$ cat config.mk
export PLATFORM = sky130hd
export DESIGN_NAME = cfu_req_queue
export DESIGN_NICKNAME = d
export VERILOG_FILES = /design/src/rtl/cfu_types.sv /design/src/rtl/cfu_fifo.sv /design/src/rtl/cfu_req_queue.sv
export SDC_FILE = /design/constraint.sdc
export NUM_CORES = 1
export LEC_CHECK = 0
export CORE_MARGIN = 2
export CORE_UTILIZATION = 40
export CTS_BUF_LIST = sky130_fd_sc_hd__clkbuf_2
export DETAILED_ROUTE_END_ITERATION = 6
export PLACE_DENSITY = 0.7
export SYNTH_ARGS = -nofsm -noshare
export SYNTH_HDL_FRONTEND = slang
export SYNTH_SLANG_ARGS = --single-unit
$ cat constraint.sdc
create_clock -name clk -period 7.7 [get_ports clk]
set_input_delay 1.155 -clock clk [delete_from_list [all_inputs] [get_ports clk]]
set_output_delay 1.155 -clock clk [all_outputs]
set_load 0.05 [all_outputs]
$ cat src/rtl/cfu_types.sv
// Purpose: shared CFU request/response field widths and packed bus types.
// Latency: n/a (types and constants only).
// Backpressure: n/a.
package cfu_types;

    localparam int C_M_CFU_REQ_ID_W   = 4;
    localparam int C_M_CFU_CFU_ID_W   = 2;
    localparam int C_M_CFU_STATE_ID_W = 2;
    localparam int C_M_CFU_FUNC_ID_W  = 10;
    localparam int C_M_CFU_INSN_W     = 32;
    localparam int C_M_CFU_DATA_W     = 32;
    localparam int C_M_CFU_STATUS_W   = 3;

    typedef struct packed {
        logic                          cfu_csr;
        logic [C_M_CFU_REQ_ID_W-1:0]   id;
        logic [C_M_CFU_CFU_ID_W-1:0]   cfu;
        logic [C_M_CFU_STATE_ID_W-1:0] state;
        logic [C_M_CFU_FUNC_ID_W-1:0]  func;
        logic [C_M_CFU_INSN_W-1:0]     insn;
        logic [C_M_CFU_DATA_W-1:0]     data0;
        logic [C_M_CFU_DATA_W-1:0]     data1;
    } cfu_req_t;

    typedef struct packed {
        logic [C_M_CFU_REQ_ID_W-1:0]   id;
        logic [C_M_CFU_STATUS_W-1:0]   status;
        logic [C_M_CFU_DATA_W-1:0]     data;
    } cfu_resp_t;

    localparam int CFU_REQ_W  = $bits(cfu_req_t);
    localparam int CFU_RESP_W = $bits(cfu_resp_t);

endpackage

$ cat src/rtl/cfu_fifo.sv
// Purpose: registered synchronous FIFO, valid/ready on both sides, no bypass.
// Latency: an entry pushed in cycle N is visible at the pop side in cycle N+1.
// Backpressure: push_rdy = !full; a push into a full FIFO waits even if a pop happens.
//
// Ports:
//   clk, rst                       clock, async active-high reset (pointers only)
//   push_vld/push_rdy/push_dat     write side
//   pop_vld/pop_rdy/pop_dat        read side, pop_dat is the registered head entry
module cfu_fifo #(
    parameter int WIDTH = 8,
    parameter int DEPTH = 4
) (
    input  logic             clk,
    input  logic             rst,
    input  logic             push_vld,
    output logic             push_rdy,
    input  logic [WIDTH-1:0] push_dat,
    output logic             pop_vld,
    input  logic             pop_rdy,
    output logic [WIDTH-1:0] pop_dat
);

    localparam int AW = (DEPTH > 1) ? $clog2(DEPTH) : 1;
    localparam logic [AW-1:0] LAST = AW'(DEPTH - 1);

    logic [AW-1:0]    wr_idx, rd_idx;
    logic             wr_wrap, rd_wrap;
    logic [WIDTH-1:0] mem [DEPTH];
    logic             full, empty, do_push, do_pop;

    // Index equality with differing wrap bits means the writer has lapped the reader.
    assign empty    = (wr_idx == rd_idx) && (wr_wrap == rd_wrap);
    assign full     = (wr_idx == rd_idx) && (wr_wrap != rd_wrap);
    assign push_rdy = !full;
    assign pop_vld  = !empty;
    assign pop_dat  = mem[rd_idx];
    assign do_push  = push_vld && !full;
    assign do_pop   = pop_rdy && !empty;

    // Explicit wrap at DEPTH-1 keeps the pointers correct for any depth.
    always_ff @(posedge clk or posedge rst) begin
        if (rst) begin
            wr_idx  <= '0;
            wr_wrap <= 1'b0;
            rd_idx  <= '0;
            rd_wrap <= 1'b0;
        end else begin
            if (do_push) begin
                if (wr_idx == LAST) begin
                    wr_idx  <= '0;
                    wr_wrap <= ~wr_wrap;
                end else begin
                    wr_idx <= wr_idx + AW'(1);
                end
            end
            if (do_pop) begin
                if (rd_idx == LAST) begin
                    rd_idx  <= '0;
                    rd_wrap <= ~rd_wrap;
                end else begin
                    rd_idx <= rd_idx + AW'(1);
                end
            end
        end
    end

    // Storage needs no reset: the pointers alone define what is valid.
    always_ff @(posedge clk) begin
        if (do_push) begin
            mem[wr_idx] <= push_dat;
        end
    end

endmodule

$ cat src/rtl/cfu_req_queue.sv
// Purpose: decouples the CPU CFU master from the VFU CFU slave with request/response FIFOs.
// Latency: one cycle each way (accept in N, earliest presentation in N+1), no bypass.
// Backpressure: CPU stalls when the request FIFO is full or MAX_OUTSTANDING are in flight.
//
// Ports:
//   clk, rst                                  clock, async active-high reset
//   s_req_en/s_req_valid/s_req_ready/s_req    CPU request side
//   s_resp_valid/s_resp_ready/s_resp          CPU response side
//   m_req_en/m_req_valid/m_req_ready/m_req    VFU request side
//   m_resp_valid/m_resp_ready/m_resp          VFU response side
//   outstanding                               requests accepted but not yet answered to CPU
//   order_err                                 sticky: VFU response id out of order or unexpected
module cfu_req_queue
    import cfu_types::*;
#(
    parameter int REQ_DEPTH       = 4,
    parameter int RESP_DEPTH      = 4,
    // Keep <= RESP_DEPTH so every in-flight response always has a slot.
    parameter int MAX_OUTSTANDING = 4
) (
    input  logic                                 clk,
    input  logic                                 rst,
    input  logic                                 s_req_en,
    input  logic                                 s_req_valid,
    output logic                                 s_req_ready,
    input  cfu_req_t                             s_req,
    output logic                                 s_resp_valid,
    input  logic                                 s_resp_ready,
    output cfu_resp_t                            s_resp,
    output logic                                 m_req_en,
    output logic                                 m_req_valid,
    input  logic                                 m_req_ready,
    output cfu_req_t                             m_req,
    input  logic                                 m_resp_valid,
    output logic                                 m_resp_ready,
    input  cfu_resp_t                            m_resp,
    output logic [$clog2(MAX_OUTSTANDING+1)-1:0] outstanding,
    output logic                                 order_err
);

    localparam int OW = $clog2(MAX_OUTSTANDING + 1);
    localparam logic [OW-1:0] MAX_O = OW'(MAX_OUTSTANDING);

    logic                        req_push_rdy;
    logic                        id_push_rdy;
    logic                        req_acc;
    logic                        resp_acc;
    logic                        id_vld;
    logic [C_M_CFU_REQ_ID_W-1:0] id_head;
    logic                        inc, dec;

    // Enable is a level, not a transaction: it bypasses the queue.
    assign m_req_en = s_req_en;

    // The ID tracker is never full while outstanding < MAX_OUTSTANDING in legal use;
    // including it only keeps the tracker consistent after spurious responses.
    assign s_req_ready = req_push_rdy && id_push_rdy && (outstanding < MAX_O);
    assign req_acc     = s_req_valid && s_req_ready;
    assign resp_acc    = m_resp_valid && m_resp_ready;

    cfu_fifo #(.WIDTH(CFU_REQ_W), .DEPTH(REQ_DEPTH)) u_req_fifo (
        .clk      (clk),
        .rst      (rst),
        .push_vld (req_acc),
        .push_rdy (req_push_rdy),
        .push_dat (s_req),
        .pop_vld  (m_req_valid),
        .pop_rdy  (m_req_ready),
        .pop_dat  (m_req)
    );

    cfu_fifo #(.WIDTH(CFU_RESP_W), .DEPTH(RESP_DEPTH)) u_resp_fifo (
        .clk      (clk),
        .rst      (rst),
        .push_vld (m_resp_valid),
        .push_rdy (m_resp_ready),
        .push_dat (m_resp),
        .pop_vld  (s_resp_valid),
        .pop_rdy  (s_resp_ready),
        .pop_dat  (s_resp)
    );

    // Holds the ids of requests still awaiting a VFU response, oldest at the head.
    cfu_fifo #(.WIDTH(C_M_CFU_REQ_ID_W), .DEPTH(MAX_OUTSTANDING)) u_id_fifo (
        .clk      (clk),
        .rst      (rst),
        .push_vld (req_acc),
        .push_rdy (id_push_rdy),
        .push_dat (s_req.id),
        .pop_vld  (id_vld),
        .pop_rdy  (resp_acc),
        .pop_dat  (id_head)
    );

    // A response with nothing expected, or with the wrong id, is flagged but still forwarded.
    always_ff @(posedge clk or posedge rst) begin
        if (rst) begin
            order_err <= 1'b0;
        end else if (resp_acc && (!id_vld || (id_head != m_resp.id))) begin
            order_err <= 1'b1;
        end
    end

    // Decrement is suppressed at zero so spurious responses cannot underflow the count.
    assign inc = req_acc;
    assign dec = s_resp_valid && s_resp_ready && (outstanding != '0);

    always_ff @(posedge clk or posedge rst) begin
        if (rst) begin
            outstanding <= '0;
        end else if (inc && !dec) begin
            outstanding <= outstanding + OW'(1);
        end else if (dec && !inc) begin
            outstanding <= outstanding - OW'(1);
        end
    end

endmodule

# == Word level (Yosys, flattened, before mapping) ==
# Memories as Yosys holds them, arrays and structs flattened.
# Index checks and enable logic that the tools add are counted.
# word_totals
ff_bits,22
latch_bits,0
ramBits,632
rom_bits,0
in_bits,161
out_inout_bits,163
wordCells,98
memories,3
# op_classes
add_sub_neg,8
n_mul,0
n_div,0
magnitude_cmp,1
n_eq_ne,16
shift,0
mux,14
bitwise,6
reduce_logical,36
# mem_list
memory,depth,word_bits,read_ports,rd_clocked_by_memory_dff,wr,line_no,source
u_req_fifo.mem,4,115,1,0,1,cfu_fifo.sv:28,logic [WIDTH-1:0] mem [DEPTH];
u_resp_fifo.mem,4,39,1,0,1,cfu_fifo.sv:28,
u_id_fifo.mem,4,4,1,0,1,cfu_fifo.sv:28,
# op_table
cell,count
logical AND 1 bit,19
"adder 2 x 1 -> 2 bit, second input constant",6
"equality test 2 bit, second input constant",6
2-to-1 mux 2 bit,6
AND reduction 2 bit,6
zero test 1 bit,8
equality test 2 bit,3
2-to-1 mux 1 bit,6
2-to-1 mux 3 bit,2
inverter 1 bit,6
inequality test 4 bit,1
"adder 3 x 1 -> 3 bit, second input constant",1
equality test 1 bit,3
"less-than comparator 3 bit, second input constant",1
inequality test 1 bit,3
nonzero test 3 bit,1
"subtractor 3 x 1 -> 3 bit, second input constant",1
nonzero test 2 bit,1
logical OR 1 bit,1

# == Longest topological paths before layout ==
# logic_depth
ltp_word,10
mapped_depth,11
mapped_depth_nobuf,9

# == Modules after synthesis ==
# From an unflattened synthesis, not the netlist that was laid out.
# unflattened
cells_unflattened,1014
hier_area_um2,24632.4
# by_module_without_submodules
mod,n_inst,cells_each,area_per_inst_um2,seq_area_each_um2
cfu_fifo (u_req_fifo),1,653,17133.9,13963.4
cfu_fifo (u_resp_fifo),1,258,6118.4,4834.6
cfu_fifo (u_id_fifo),1,74,1098.6,630.6
cfu_req_queue,1,29,281.5,100.1

# == Least setup slack after synthesis ==
# No wires, ideal clock.
# synth_timing
path_type,input-to-reg
from,input s_req_valid
to,"memory u_req_fifo.mem[3][0] (netlist bit), enable pin"
setup_ps,654
arrival_time_ps,7439
t_required_ps,7046
slack_ps,-393
cell_stages,2
path_cell_list,nand2_1 nor4_2
# synth_between
elab_chain_len,4
# synth_lines
element,line_no,source
from (decl),cfu_req_queue.sv:24,"input logic s_req_valid,"
logical AND 1 bit,cfu_req_queue.sv:58,assign req_acc = s_req_valid && s_req_ready;
logical AND 1 bit,cfu_fifo.sv:37,assign do_push = push_vld && !full;
2-to-1 mux 1 bit,cfu_fifo.sv:69,if (do_push) begin
2-to-1 mux 1 bit (not written as such),cfu_fifo.sv:70,mem[wr_idx] <= push_dat;
to (decl),cfu_fifo.sv:28,
# Every way passes these cells.

==> flow_summary.json <==
{
  "status": "complete, no violations",
  "regToRegSetupSlack_ns": 3.69,
  "cts_hold_buf": 0,
  "cpPeakStageDelay_ns": 0.85,
  "htreeDepth": 4,
  "grt_use_met1": 0.194,
  "final_nets": 1587,
  "drtAntennaViolNets": 0,
  "fmax_mhz": 175,
  "synth_top_family_by_area": "multiplexers",
  "grtUsageMet3": 0.0819,
  "synth_simple_gate_area_frac": 0.0105,
  "ff2ff_path_depth": 5,
  "cts_setup_buffers": 0,
  "yosysWarnings": 0,
  "post-route-period-util": 0.741,
  "synth_area_per_cell_sq_um": 25.3,
  "yosysSeqAreaShare": 0.808,
  "ys_ff_latch": 654,
  "clock_path_buffers": 3,
  "cts_made_buffers": 159,
  "rows": 90,
  "setup_viol": 0,
  "die_h_microns": 250,
  "route.detailed.drc": 0,
  "drive_above_1_share": 0.288,
  "synth_xor_area_frac": 0.00859,
  "grt_usage": 0.157,
  "hold_viol_final": 0,
  "grt_first_pass_wirelength_microns": 73200,
  "io_pins": 324,
  "maxCapViolCount": 0,
  "postPlaceCellArea_sq_um": 28300,
  "skew_ns": 0.0561,
  "syn_inst": 955,
  "finalSetupTns_ns": 0,
  "syn_area_sq_um": 24200,
  "tightest_slew_ns": 1.11,
  "grt_max_degree": 119,
  "dp_hpwl_microns": 28800,
  "slowest_stage": "clkdlybuf4s50_1",
  "end_kind": "output pin",
  "path_depth": 4,
  "grt_overflow_total": 0,
  "startpoint": "u_req_fifo.rd_idx[1]",
  "syn_to_final_growth_pct": 23.4,
  "clock-sinks": 654,
  "clk_pin_slew_ns": 0.10,
  "insertion_delay_ns": 1.26,
  "die-width_microns": 250,
  "dieArea_sq_um": 62400,
  "start_util": 0.403,
  "path_max_fanout": 45,
  "rsz0062_at_grt": "no",
  "post_cts_resized": 0,
  "postLayoutCellArea_sq_um": 29800,
  "critPathRequiredTime_ns": 6.55,
  "timing.rr.end": "u_req_fifo.mem[2][75]",
  "crit_arrival_ns": 4.55,
  "worstSetupPathType": "flip-flop to output pin",
  "cts_tree": "done",
  "crit_path_end": "m_req[24]",
  "p_per_area_nw_per_um2": 425,
  "synth_mux_area_frac": 0.153,
  "synthAdderAreaFrac": 0.00911,
  "grt_pass1_vias": 12300,
  "wl_microns": 48600,
  "min_period_ns": 5.71,
  "grt_use_met2": 0.235,
  "synth_compound_area_frac": 0.00140,
  "routabilityCongestion": 0.754,
  "drt_iter0_markers": 640,
  "maxSlewViolCount": 0,
  "vias": 11600,
  "layout_commonest_cell": "edfxtp_1",
  "p_total_mw": 12.7,
  "wl_per_cell_microns": 21.0,
  "p_leak_nw": 9.83,
  "crit_path_frequent_cell": "buf_4",
  "final_cells": 2317,
  "ir_drop_mv": 0.289,
  "final_cell_mix": "edfxtp_1 (632), clkdlybuf4s50_1 (321), clkbuf_2 (216)",
  "core_area_sq_um": 60000,
  "path_buf_inv": 3,
  "syn-num-nets": 1133,
  "drt_pass1_iterations": 4,
  "cts_root_buf": "clkbuf_2",
  "dp.cells": 2030,
  "vias_per_cell": 4.99,
  "synth_cell_type_count": 33,
  "holdCritPathClass": "input port to async pin",
  "crit-reg2reg-launch": "u_req_fifo.rd_idx[1]",
  "cp-start-kind": "flip-flop",
  "antenna_found_initial": 10,
  "slew_headroom": 0.260,
  "critical_path.top_delay_family": "buffers and inverters",
  "crit_chain": "buf_4 -> buf_4 -> mux4_2 -> clkdlybuf4s50_1",
  "portBuffers": 321,
  "top_usage_layer": "met2"
}
==> area by class of cell <==
cell class                      count  area, sq um
Antenna cell                        2         5.00
Clock buffer                      216         1080
Clock inverter                     69          445
Fill cell                        4851        30200
Inverter                            9         33.8
Multi-Input combinational cell    252         4430
Sequential cell                   654        19500
Tap cell                          782          978
Timing Repair Buffer              333         3320
==> cell families (layout without fill, tap and decap cells) <==
family | Yosys count | in the layout
flip-flops | 654 | 654
multiplexers | 169 | 169
buffers and inverters | 49 | 627
AND/OR/NAND/NOR | 39 | 39
XOR/XNOR | 22 | 22
adder cells (fa/ha/maj) | 17 | 17
AO/OA/AOI/OAI | 5 | 5
other | 0 | 2
==> sequential cells by signal, summed over array words and instances, names as in the netlist, 3 cells and up <==
signal and count:
outstanding 3, u_id_fifo.mem 16, u_req_fifo.mem 460, u_resp_fifo.mem 156
==> worst min path at each step <==
stage                        startpoint                    to  slack [ns]  cells after the start
finish                              rst  u_req_fifo.rd_idx[1]        0.46                      2
global route                   s_req[3]  u_req_fifo.mem[0][3]        0.30                      1
CTS                                 rst    u_req_fifo.rd_wrap        0.24                      2
detailed placement    u_id_fifo.wr_wrap     u_id_fifo.wr_wrap        0.48                      1
global placement    u_resp_fifo.wr_wrap   u_resp_fifo.wr_wrap        0.48                      1
floorplan           u_resp_fifo.wr_wrap   u_resp_fifo.wr_wrap        0.46                      1
==> power by group <==
group / leakage [nW] / total, mW / switching [mW] / internal, mW
Clock: 1.11 / 2.30 / 1.37 / 0.929
Sequential: 6.00 / 4.91 / 0.285 / 4.63
Combinational: 2.72 / 5.46 / 3.45 / 2.01
Total: 9.83 / 12.7 / 5.11 / 7.57
==> metal layers <==
layer,routed length (microns),up-vias
met3,4990,96
met1,19600,5952
li1,-,5084
met5,113,-
met2,22900,402
met4,948,18
==> stage by stage <==
stage | hold slack [ns] | setup slack [ns] | util
6_report | 0.456 | 1.99 | 0.497
5_1_grt | 0.298 | 1.58 | 0.497
4_1_cts | 0.245 | 1.64 | 0.497
3_5_place_dp | 0.477 | 3.16 | 0.471
3_3_place_gp | 0.476 | 3.18 | 0.471
2_1_floorplan | 0.460 | 2.33 | -
==> synthesized netlist by cell type (all sizes together) <==
cell type | instances | area, sq um
nand3b | 2 | 15.0
fa | 1 | 20.0
nand2 | 6 | 22.5
o311ai | 1 | 8.76
or3b | 1 | 8.76
a41oi | 1 | 8.76
mux2 | 11 | 135
nand3 | 3 | 15.0
mux4 | 158 | 3560
dfrtp | 22 | 551
and2 | 10 | 62.6
nor2 | 8 | 30.0
nor4b | 1 | 23.8
o21ai | 2 | 10.0
nor2b | 1 | 6.26
clkbuf | 13 | 48.8
a31oi | 1 | 6.26
edfxtp | 632 | 19000
nor3 | 4 | 36.3
inv | 9 | 33.8
nor4 | 2 | 25.0
nor3b | 1 | 7.51
xnor2 | 11 | 96.3
ha | 16 | 200
buf | 27 | 155
xor2 | 11 | 111
Power figures use the tool's default switching activity.
